[src/rtl/quad_encoder_bank_pkg.sv]
// Shared definitions for the quadrature encoder bank: Gray states of the AB pair,
// phase accumulator geometry and the edge classifier used by every channel.
package quad_encoder_bank_pkg;

    localparam logic [1:0] AB_IDLE = 2'b11;
    localparam logic [1:0] AB_01   = 2'b01;
    localparam logic [1:0] AB_00   = 2'b00;
    localparam logic [1:0] AB_10   = 2'b10;

    localparam int PH_W = 3;
    localparam logic [PH_W-1:0] PH_ONE  = 3'b001;
    // +4 and -4 share this encoding in a signed 3-bit accumulator; the final edge direction disambiguates
    localparam logic [PH_W-1:0] PH_FULL = 3'b100;

    typedef enum logic [1:0] {
        STEP_NONE = 2'd0,
        STEP_CW   = 2'd1,
        STEP_CCW  = 2'd2,
        STEP_ERR  = 2'd3
    } step_e;

    function automatic logic [1:0] cw_next(input logic [1:0] ab);
        logic [1:0] nxt;
        case (ab)
            AB_IDLE: nxt = AB_01;
            AB_01:   nxt = AB_00;
            AB_00:   nxt = AB_10;
            AB_10:   nxt = AB_IDLE;
            default: nxt = AB_IDLE;
        endcase
        return nxt;
    endfunction

    function automatic step_e classify(input logic [1:0] old_ab, input logic [1:0] new_ab);
        step_e st;
        if (old_ab == new_ab) begin
            st = STEP_NONE;
        end else if ((old_ab ^ new_ab) == 2'b11) begin
            st = STEP_ERR;
        end else if (new_ab == cw_next(old_ab)) begin
            st = STEP_CW;
        end else begin
            st = STEP_CCW;
        end
        return st;
    endfunction

endpackage

[src/rtl/quad_encoder_chan.sv]
// One encoder channel: pin synchroniser, debounce, quadrature decoder with detent
// accumulation, and the saturating/wrapping position counter with load.
module quad_encoder_chan
    import quad_encoder_bank_pkg::*;
#(
    parameter int WIDTH   = 8,
    parameter int MAX_CNT = 255,
    parameter int DEB_LEN = 8,
    parameter int DETENT  = 1,
    parameter int WRAP    = 0
) (
    input  logic             CLK,
    input  logic             RESET_N,
    input  logic             a,
    input  logic             b,
    input  logic             load,
    input  logic [WIDTH-1:0] load_val,
    output logic [WIDTH-1:0] count,
    output logic             inc,
    output logic             dec,
    output logic             err
);

    localparam logic [WIDTH-1:0] MAX_V = WIDTH'(MAX_CNT);
    localparam logic [WIDTH-1:0] ONE_V = WIDTH'(1);

    logic [1:0]         sync_a_r, sync_b_r;
    logic [DEB_LEN-2:0] hist_a_r, hist_b_r;
    logic [DEB_LEN-1:0] win_a_s, win_b_s;
    logic [1:0]         deb_r, deb_nxt_s, prev_r;
    logic [PH_W-1:0]    phase_r, ph_step_s, ph_nxt_s;
    logic [WIDTH-1:0]   count_r, cnt_nxt_s;
    logic               inc_r, dec_r, err_r;
    logic               inc_s, dec_s, err_s;
    logic               is_cw_s, is_ccw_s, at_idle_s;
    step_e              step_s;

    // Debounce window: the newest synchronised sample plus DEB_LEN-1 older ones
    always_comb begin
        win_a_s   = {hist_a_r, sync_a_r[1]};
        win_b_s   = {hist_b_r, sync_b_r[1]};
        deb_nxt_s = deb_r;
        if (&win_a_s) begin
            deb_nxt_s[1] = 1'b1;
        end else if (~|win_a_s) begin
            deb_nxt_s[1] = 1'b0;
        end else begin
            deb_nxt_s[1] = deb_r[1];
        end
        if (&win_b_s) begin
            deb_nxt_s[0] = 1'b1;
        end else if (~|win_b_s) begin
            deb_nxt_s[0] = 1'b0;
        end else begin
            deb_nxt_s[0] = deb_r[0];
        end
    end

    // Synchroniser, debounce history and accepted pin state
    always_ff @(posedge CLK or negedge RESET_N) begin
        if (!RESET_N) begin
            sync_a_r <= 2'b11;
            sync_b_r <= 2'b11;
            hist_a_r <= {(DEB_LEN-1){1'b1}};
            hist_b_r <= {(DEB_LEN-1){1'b1}};
            deb_r    <= AB_IDLE;
        end else begin
            sync_a_r <= {sync_a_r[0], a};
            sync_b_r <= {sync_b_r[0], b};
            hist_a_r <= win_a_s[DEB_LEN-2:0];
            hist_b_r <= win_b_s[DEB_LEN-2:0];
            deb_r    <= deb_nxt_s;
        end
    end

    // Edge decode, detent accumulation and next counter value
    always_comb begin
        step_s    = classify(prev_r, deb_r);
        is_cw_s   = (step_s == STEP_CW);
        is_ccw_s  = (step_s == STEP_CCW);
        err_s     = (step_s == STEP_ERR);
        at_idle_s = (deb_r == AB_IDLE);
        case (step_s)
            STEP_CW:  ph_step_s = phase_r + PH_ONE;
            STEP_CCW: ph_step_s = phase_r - PH_ONE;
            STEP_ERR: ph_step_s = {PH_W{1'b0}};
            default:  ph_step_s = phase_r;
        endcase
        ph_nxt_s = (at_idle_s || err_s) ? {PH_W{1'b0}} : ph_step_s;
        if (DETENT != 0) begin
            inc_s = is_cw_s  && at_idle_s && (ph_step_s == PH_FULL);
            dec_s = is_ccw_s && at_idle_s && (ph_step_s == PH_FULL);
        end else begin
            inc_s = is_cw_s;
            dec_s = is_ccw_s;
        end
        // A load takes the slot; a coincident step still pulses but is dropped
        if (load) begin
            cnt_nxt_s = (load_val > MAX_V) ? MAX_V : load_val;
        end else if (inc_s) begin
            if (count_r >= MAX_V) begin
                cnt_nxt_s = (WRAP != 0) ? {WIDTH{1'b0}} : MAX_V;
            end else begin
                cnt_nxt_s = count_r + ONE_V;
            end
        end else if (dec_s) begin
            if (count_r == {WIDTH{1'b0}}) begin
                cnt_nxt_s = (WRAP != 0) ? MAX_V : {WIDTH{1'b0}};
            end else begin
                cnt_nxt_s = count_r - ONE_V;
            end
        end else begin
            cnt_nxt_s = count_r;
        end
    end

    // Decoder state, counter and registered event pulses
    always_ff @(posedge CLK or negedge RESET_N) begin
        if (!RESET_N) begin
            prev_r  <= AB_IDLE;
            phase_r <= {PH_W{1'b0}};
            count_r <= {WIDTH{1'b0}};
            inc_r   <= 1'b0;
            dec_r   <= 1'b0;
            err_r   <= 1'b0;
        end else begin
            prev_r  <= deb_r;
            phase_r <= ph_nxt_s;
            count_r <= cnt_nxt_s;
            inc_r   <= inc_s;
            dec_r   <= dec_s;
            err_r   <= err_s;
        end
    end

    assign count = count_r;
    assign inc   = inc_r;
    assign dec   = dec_r;
    assign err   = err_r;

endmodule

[src/rtl/quad_encoder_bank.sv]
// Bank of independent quadrature encoder channels; packs per-channel counters
// into one bus with channel i at [i*WIDTH +: WIDTH].
module quad_encoder_bank
    import quad_encoder_bank_pkg::*;
#(
    parameter int N_CH    = 2,
    parameter int WIDTH   = 8,
    parameter int MAX_CNT = 255,
    parameter int DEB_LEN = 8,
    parameter int DETENT  = 1,
    parameter int WRAP    = 0
) (
    input  logic                  CLK,
    input  logic                  RESET_N,
    input  logic [N_CH-1:0]       A,
    input  logic [N_CH-1:0]       B,
    input  logic [N_CH-1:0]       load,
    input  logic [WIDTH-1:0]      load_val,
    output logic [N_CH*WIDTH-1:0] count,
    output logic [N_CH-1:0]       inc,
    output logic [N_CH-1:0]       dec,
    output logic [N_CH-1:0]       err
);

    for (genvar i = 0; i < N_CH; i++) begin : g_ch
        quad_encoder_chan #(
            .WIDTH   (WIDTH),
            .MAX_CNT (MAX_CNT),
            .DEB_LEN (DEB_LEN),
            .DETENT  (DETENT),
            .WRAP    (WRAP)
        ) u_chan (
            .CLK      (CLK),
            .RESET_N  (RESET_N),
            .a        (A[i]),
            .b        (B[i]),
            .load     (load[i]),
            .load_val (load_val),
            .count    (count[i*WIDTH +: WIDTH]),
            .inc      (inc[i]),
            .dec      (dec[i]),
            .err      (err[i])
        );
    end

endmodule

[config.mk]
export PLATFORM = sky130hd
export DESIGN_NAME = quad_encoder_bank
export DESIGN_NICKNAME = d
export VERILOG_FILES = /design/src/rtl/quad_encoder_bank_pkg.sv /design/src/rtl/quad_encoder_chan.sv /design/src/rtl/quad_encoder_bank.sv
export SDC_FILE = /design/constraint.sdc
export NUM_CORES = 1
export LEC_CHECK = 0
export ABC_AREA = 1
export CORE_ASPECT_RATIO = 0.75
export CORE_MARGIN = 2
export CORE_UTILIZATION = 30
export CTS_CLUSTER_DIAMETER = 150
export CTS_CLUSTER_SIZE = 8
export DETAILED_ROUTE_END_ITERATION = 8
export SYNTH_ARGS = -nofsm -noshare
export SYNTH_HDL_FRONTEND = slang
export SYNTH_HIERARCHICAL = 1
export SYNTH_SLANG_ARGS = --single-unit
[constraint.sdc]
create_clock -name CLK -period 4.1 [get_ports CLK]
set_input_delay 0.615 -clock CLK [delete_from_list [all_inputs] [get_ports CLK]]
set_output_delay 0.615 -clock CLK [all_outputs]
set_load 0.02 [all_outputs]
; ---- Yosys cells after proc, flatten, opt, wreduce, memory -nomap -nowiden
; Index checks and enable logic that the tools add are counted.
[word_totals]
inputBits = 16
output_inout_bits = 22
wordCells = 122
ff_bits = 72
[op_classes]
n_addsub = 8
bitwise_logic = 2
n_reduce_logical = 24
mux = 35
magnitude_cmp = 3
n_eq_ne = 26
[ops]
columns = cell, count
row1 = $mux W8, 11
row2 = $reduce_and A8 Y1, 4
row3 = $reduce_or A8 Y1, 4
row4 = $eq A2 B2 Y1 const B, 12
row5 = $mux W2, 10
row6 = $pmux W3 S3, 2
row7 = $add A8 B1 Y8 const B, 2
row8 = $ge A8 B8 Y1 const B, 2
row9 = $logic_not A8 Y1, 2
row10 = $pmux W2 S4, 2
row11 = $sub A8 B1 Y8 const B, 2
row12 = $eq A2 B1 Y1 const B, 4
row13 = $eq A2 B2 Y1, 4
row14 = $gt A8 B8 Y1 const B, 1
row15 = $logic_and A1 B1 Y1, 8
row16 = $mux W1, 8
row17 = $ne A2 B1 Y1 const B, 4
row18 = $add A3 B1 Y3 const B, 2
row19 = $eq A3 B3 Y1 const B, 2
row20 = $mux W3, 2
row21 = $reduce_bool A3 Y1, 2
row22 = $sub A3 B1 Y3 const B, 2
row23 = $logic_not A2 Y1, 2
row24 = $xor A2 B2 Y2, 2
row25 = $logic_or A1 B1 Y1, 2

; ---- Depth between registers and ports, before layout
[depth]
ltp_word = 15
depth_mapped = 24
mapped_depth_nobuf = 23

; ---- Cells and area by module
; Netlist, hierarchy kept.
[by_module_without_submodules]
columns = mod, area_per_inst_um2, n_inst, cells_each, seq_area_each_um2
row1 = quad_encoder_chan, 2097.0, 2, 265, 928.4

; ---- Worst setup path after synthesis
; No wires, ideal clock.
[synth_path]
path_kind = reg-to-reg
startpoint = reg g_ch[0].u_chan.deb_r[1]
endpoint = reg g_ch[0].u_chan.count_r[3]
n_path_buf = 1
setup_time_ps = 117
synth_period_minus_slack_ps = 2692
path_stages_with_launch = 22
required_time_ps = 3983
arrival_ps = 2574
path_slack_ps = 1408
cell_sequence = dfstp_2 -> inv_2 -> nand2_2 -> nand2_4 -> nor2_1 -> inv_1 -> nand2_1 -> inv_1 -> ha_1 -> xor2_1 -> ha_1 -> inv_1 -> nor2_1 -> nand2_1 -> nand2_2 -> nor2_8 -> nand3_4 -> nand3_2 -> buf_6 -> nand2_1 -> nor2_1 -> nor2_1
[synth_between]
elab_chain_cells = 10
[synth_rtl]
columns = element, line
row1 = "start, declared", quad_encoder_chan.sv:30  ; logic [1:0] deb_r, deb_nxt_s, prev_r;
row2 = "start signal, assigned", quad_encoder_chan.sv:72  ; deb_r <= deb_nxt_s;
row3 = $eq A2 B2 Y1 or $xor A2 B2 Y2 (tied branches), "quad_encoder_bank_pkg.sv:40, quad_encoder_bank_pkg.sv:38"
row4 = $mux W2 or $eq A2 B2 Y1 (tied branches), "quad_encoder_bank_pkg.sv:40, quad_encoder_bank_pkg.sv:38"
row5 = $mux W2, quad_encoder_bank_pkg.sv:38  ; end else if ((old_ab ^ new_ab) == 2'b11) begin
row6 = $mux W2 *, quad_encoder_bank_pkg.sv:36  ; if (old_ab == new_ab) begin
row7 = $eq A2 B2 Y1 *, --
row8 = net g_ch[0].u_chan.err_s, quad_encoder_chan.sv:34  ; logic inc_s, dec_s, err_s;
row9 = $pmux W3 S3 *, quad_encoder_chan.sv:83  ; case (step_s)
row10 = $eq A3 B3 Y1 *, "quad_encoder_chan.sv:91, quad_encoder_chan.sv:92"
row11 = $logic_and A1 B1 Y1, quad_encoder_chan.sv:91  ; inc_s = is_cw_s && at_idle_s && (ph_step_s == PH_FULL);
row12 = $mux W8, quad_encoder_chan.sv:100  ; end else if (inc_s) begin
row13 = $mux W8, quad_encoder_chan.sv:98  ; if (load) begin
row14 = "end signal, assigned", quad_encoder_chan.sv:122  ; count_r <= {WIDTH{1'b0}};
row15 = "end signal, assigned", quad_encoder_chan.sv:129  ; count_r <= cnt_nxt_s;
row16 = "end, declared", quad_encoder_chan.sv:32  ; logic [WIDTH-1:0] count_r, cnt_nxt_s;
; Mark *: on every way through the listed nets, which the timed path passes. The rest lies on a longest branch.
; A chain may end at the register's enable or synchronous reset.

; ---- Worst setup path in the final report
[layout_path]
startpoint = reg g_ch[1].u_chan.deb_r[0]
endpoint = reg g_ch[1].u_chan.count_r[6]
[layout_between]
elab_chain_cells = 10
[layout_rtl]
columns = element, line
row1 = "start, declared", quad_encoder_chan.sv:30
row2 = "start signal, assigned", quad_encoder_chan.sv:72
row3 = $eq A2 B2 Y1 or $xor A2 B2 Y2 (tied branches), "quad_encoder_bank_pkg.sv:40, quad_encoder_bank_pkg.sv:38"
row4 = $mux W2 or $eq A2 B2 Y1 (tied branches), "quad_encoder_bank_pkg.sv:40, quad_encoder_bank_pkg.sv:38"
row5 = $mux W2, quad_encoder_bank_pkg.sv:38
row6 = $mux W2 *, quad_encoder_bank_pkg.sv:36
row7 = $eq A2 B2 Y1 *, --
row8 = net g_ch[1].u_chan.err_s, quad_encoder_chan.sv:34
row9 = $pmux W3 S3 *, quad_encoder_chan.sv:83
row10 = $eq A3 B3 Y1 *, "quad_encoder_chan.sv:91, quad_encoder_chan.sv:92"
row11 = $logic_and A1 B1 Y1, quad_encoder_chan.sv:91
row12 = $mux W8, quad_encoder_chan.sv:100
row13 = $mux W8, quad_encoder_chan.sv:98
row14 = "end signal, assigned", quad_encoder_chan.sv:122
row15 = "end signal, assigned", quad_encoder_chan.sv:129
row16 = "end, declared", quad_encoder_chan.sv:32
; Marks and branches as above.

==> load_flow_metrics.sql <==
INSERT INTO impl_metrics (metric_group, metric, value, unit) VALUES
('timing', 'finalHoldViolations', '0', ''),
('power', 'internal-power', '1506', 'µW'),
('cts', 'cts_bufs_inserted', '9', ''),
('cts', 'root_buffer', 'clkbuf_16', ''),
('global_route', 'vias_in_the_first_global_route', '3191', ''),
('global_route', 'global_route.usage.total', '12.91', '%'),
('setup_path', 'worst-path-max-fanout', '13', ''),
('setup_path', 'crit_path_max_cell_delay', '0.56', 'ns'),
('floorplan', 'die_x', '140.5', 'µm'),
('setup_path', 'timing.reg2reg.setup_slack', '0.97', 'ns'),
('floorplan', 'die-height', '106.4', 'µm'),
('place', 'place.detailed.instances', '729', ''),
('floorplan', 'design.die.area', '0.01495', 'mm²'),
('floorplan', 'rows', '37', ''),
('place', 'dp_slack', '0.9822', 'ns'),
('layout', 'n_antenna_cell', '0', ''),
('timing', 'timing.max_slew.rel_slack', '31.01', '%'),
('setup_path', 'timing.critical_path.buf_inv', '4', ''),
('cts', 'cts_tree', 'done', ''),
('floorplan', 'floorplan.io_pins', '38', ''),
('timing', 'rsz_0062_raised_after_global_routing', 'false', ''),
('cts', 'cts_resized', '0', ''),
('power', 'switching_share_of_power', '34.37', '%'),
('route', 'detailroute.via_count', '3548', ''),
('power', 'p_comb_share', '26.5', '%'),
('worst_hold_path', 'hold_path_end', 'g_ch[1].u_chan/sync_b_r[1]', ''),
('setup_path', 'crit_slowest_cell', 'dfstp_2', ''),
('setup_path', 'crit_family', 'simple AND/OR/NAND/NOR gates', ''),
('layout', 'layout_common_cells', '118 x nand2_1, 78 x nor2_1, 70 x inv_1', ''),
('setup_path', 'reg2regPathDepth', '20', ''),
('yosys', 'synth_area', '0.004194', 'mm²'),
('cts', 'hold_buffers', '0', ''),
('power', 'total_switching_power', '788.7', 'µW'),
('route', 'drtAntennaViolNets', '0', ''),
('route', 'detailroute.wirelength.met2', '4.053', 'mm'),
('setup_path', 'worst_r2r_endpoint', 'g_ch[1].u_chan/count[6]', ''),
('route', 'drt_wl_total', '9.320', 'mm'),
('floorplan', 'start_util', '30.61', '%'),
('yosys', 'syn_avg_cell_area', '7.913', 'µm²'),
('layout', 'layout_commonest_cell', 'nand2_1', ''),
('route', 'wl_met1', '4.621', 'mm'),
('cts', 'worst_skew_pair.late_latency', '0.33', 'ns'),
('layout', 'layout.core_utilization', '36.55', '%'),
('power', 'leakagePower', '0.002368', 'µW'),
('timing', 'fin_worst_skew', '0.005602', 'ns'),
('timing', 'tightest_slew', '1.035', 'ns'),
('cts', 'max-clock-path-buffers', '2', ''),
('yosys', 'post_synthesis_net_count', '558', ''),
('layout', 'final_net_count', '593', ''),
('yosys', 'count_of_state_elements_after_synthesis', '72', ''),
('route', 'drc', '0', ''),
('timing', 'finalCriticalPeriod', '3.130', 'ns'),
('run_status', 'status', 'finished clean', ''),
('yosys', 'synth-seq-area-share', '44.27', '%'),
('worst_hold_path', 'hp-start', 'g_ch[1].u_chan/sync_b_r[0]', ''),
('yosys', 'synth_enable_flop_cells', '0', ''),
('power', 'post-layout-total-power', '2295', 'µW'),
('timing', 'timing.final.setup_violations', '0', ''),
('route', 'highest-signal-layer', 'met4', ''),
('place', 'i_o_buffers', '37', ''),
('power', 'powerDensity', '458.2', 'mW/mm²'),
('place', 'gp_congestion', '0.9133', ''),
('global_route', 'grt_antenna_before_repair', '0', ''),
('setup_path', 'category_of_the_worst_setup_path_launch_point', 'flop', ''),
('layout', 'post_route_cells_drive_above_1_share', '18.25', '%'),
('place', 'dp.final_hpwl', '7.015', 'mm'),
('cts', 'htree_num_levels', '3', ''),
('layout', 'syn2layout_area_growth', '19.42', '%'),
('yosys', 'synth_warnings', '6', ''),
('timing', 'post-route-worst-setup-slack', '0.9700', 'ns'),
('route', 'drtIter0Drc', '322', '');
## per-layer routing
| layer | GRT usage, % | vias to the layer above |
|---|---|---|
| met5 | 0 | - |
| met4 | 2.643 | 0 |
| met3 | 3.919 | 6 |
| met2 | 19.08 | 114 |
| met1 | 18.68 | 1653 |
| li1 | - | 1775 |
## worst reg2reg max path, cell delays in order, from the launching register on
cell	delay, ns
dfstp_2	0.56
inv_1	0.09
nand2_2	0.09
nand2_4	0.08
nor2_1	0.15
inv_1	0.08
nand2_1	0.08
inv_1	0.06
ha_1	0.23
xor2_1	0.16
ha_1	0.28
inv_1	0.05
nor2_1	0.03
nand2_1	0.09
nand2_2	0.09
nor2_8	0.18
nand3_4	0.19
nand3_2	0.26
nand2_1	0.10
nor2_1	0.11
nor2_1	0.05
## power by group through the flow
| stage | sequential, µW | clock, µW | combinational [µW] |
|---|---|---|---|
| final | 882 | 805 | 608 |
| after global routing | 892 | 861 | 683 |
| after CTS | 881 | 834 | 606 |
| after detailed placement | 891 | 0 | 603 |
| after global placement | 888 | 0 | 594 |
| after floorplan | 880 | 0 | 434 |
## sequential cells by signal, indices dropped and copies added (netlist names)
name and flops:
g_ch.u_chan/count 16, g_ch.u_chan/deb_r 4, g_ch.u_chan/dec 2, g_ch.u_chan/err 2
g_ch.u_chan/hist_a_r 14, g_ch.u_chan/hist_b_r 14, g_ch.u_chan/inc 2, g_ch.u_chan/phase_r 6
g_ch.u_chan/prev_r 4, g_ch.u_chan/sync_a_r 4, g_ch.u_chan/sync_b_r 4
## cells by family (layout without fill, tap and decap cells)
family / count (synthesis) / in the layout / synth area share [%]
buf+inv: 88 / 128 / 8.711
simple gates: 316 / 316 / 37.59
compound gates: 34 / 34 / 4.177
fa+ha+maj: 12 / 12 / 3.580
flops: 72 / 72 / 44.27
xor+xnor: 8 / 8 / 1.671
## layout make-up
| type | instances | area [µm²] |
|---|---|---|
| Inverter | 74 | 277.8 |
| Clock buffer | 9 | 225.2 |
| Fill cell | 1394 | 8695 |
| Clock inverter | 7 | 85.08 |
| Timing Repair Buffer | 38 | 372.9 |
| Tap cell | 175 | 219.0 |
| Sequential cell | 72 | 1857 |
| Multi-Input combinational cell | 370 | 1972 |
## worst max-delay path by stage
stage / start / endpoint / slack (ns)
2_1_floorplan: g_ch[0].u_chan/deb_r[1] / g_ch[0].u_chan/count[3] / 1.41
3_3_place_gp: g_ch[0].u_chan/deb_r[1] / g_ch[0].u_chan/count[5] / 1.04
3_5_place_dp: g_ch[1].u_chan/deb_r[0] / g_ch[1].u_chan/count[6] / 0.98
4_1_cts: g_ch[1].u_chan/deb_r[0] / g_ch[1].u_chan/count[6] / 0.96
5_1_grt: g_ch[1].u_chan/deb_r[0] / g_ch[1].u_chan/count[6] / 0.61
6_report: g_ch[1].u_chan/deb_r[0] / g_ch[1].u_chan/count[6] / 0.97
## stage by stage
stage          area (µm²)  hold slack, ns
2_1_floorplan        4194          0.3194
3_3_place_gp         4698          0.3464
3_5_place_dp         4698          0.3468
4_1_cts              5009          0.3568
5_1_grt              5009          0.3608
6_report             5009          0.3551
## Yosys cell counts (12+ instances only)
master | number | area (µm²)
nand3_1 | 34 | 170.2
nor2_1 | 78 | 292.8
o21ai_0 | 14 | 70.07
dfstp_2 | 44 | 1156
nand4_1 | 36 | 225.2
ha_1 | 12 | 150.1
nand2_1 | 118 | 442.9
inv_1 | 70 | 262.8
nand2_2 | 12 | 75.07
a21oi_1 | 16 | 80.08
dfrtp_1 | 28 | 700.7
(Power assumes the default switching activity.)
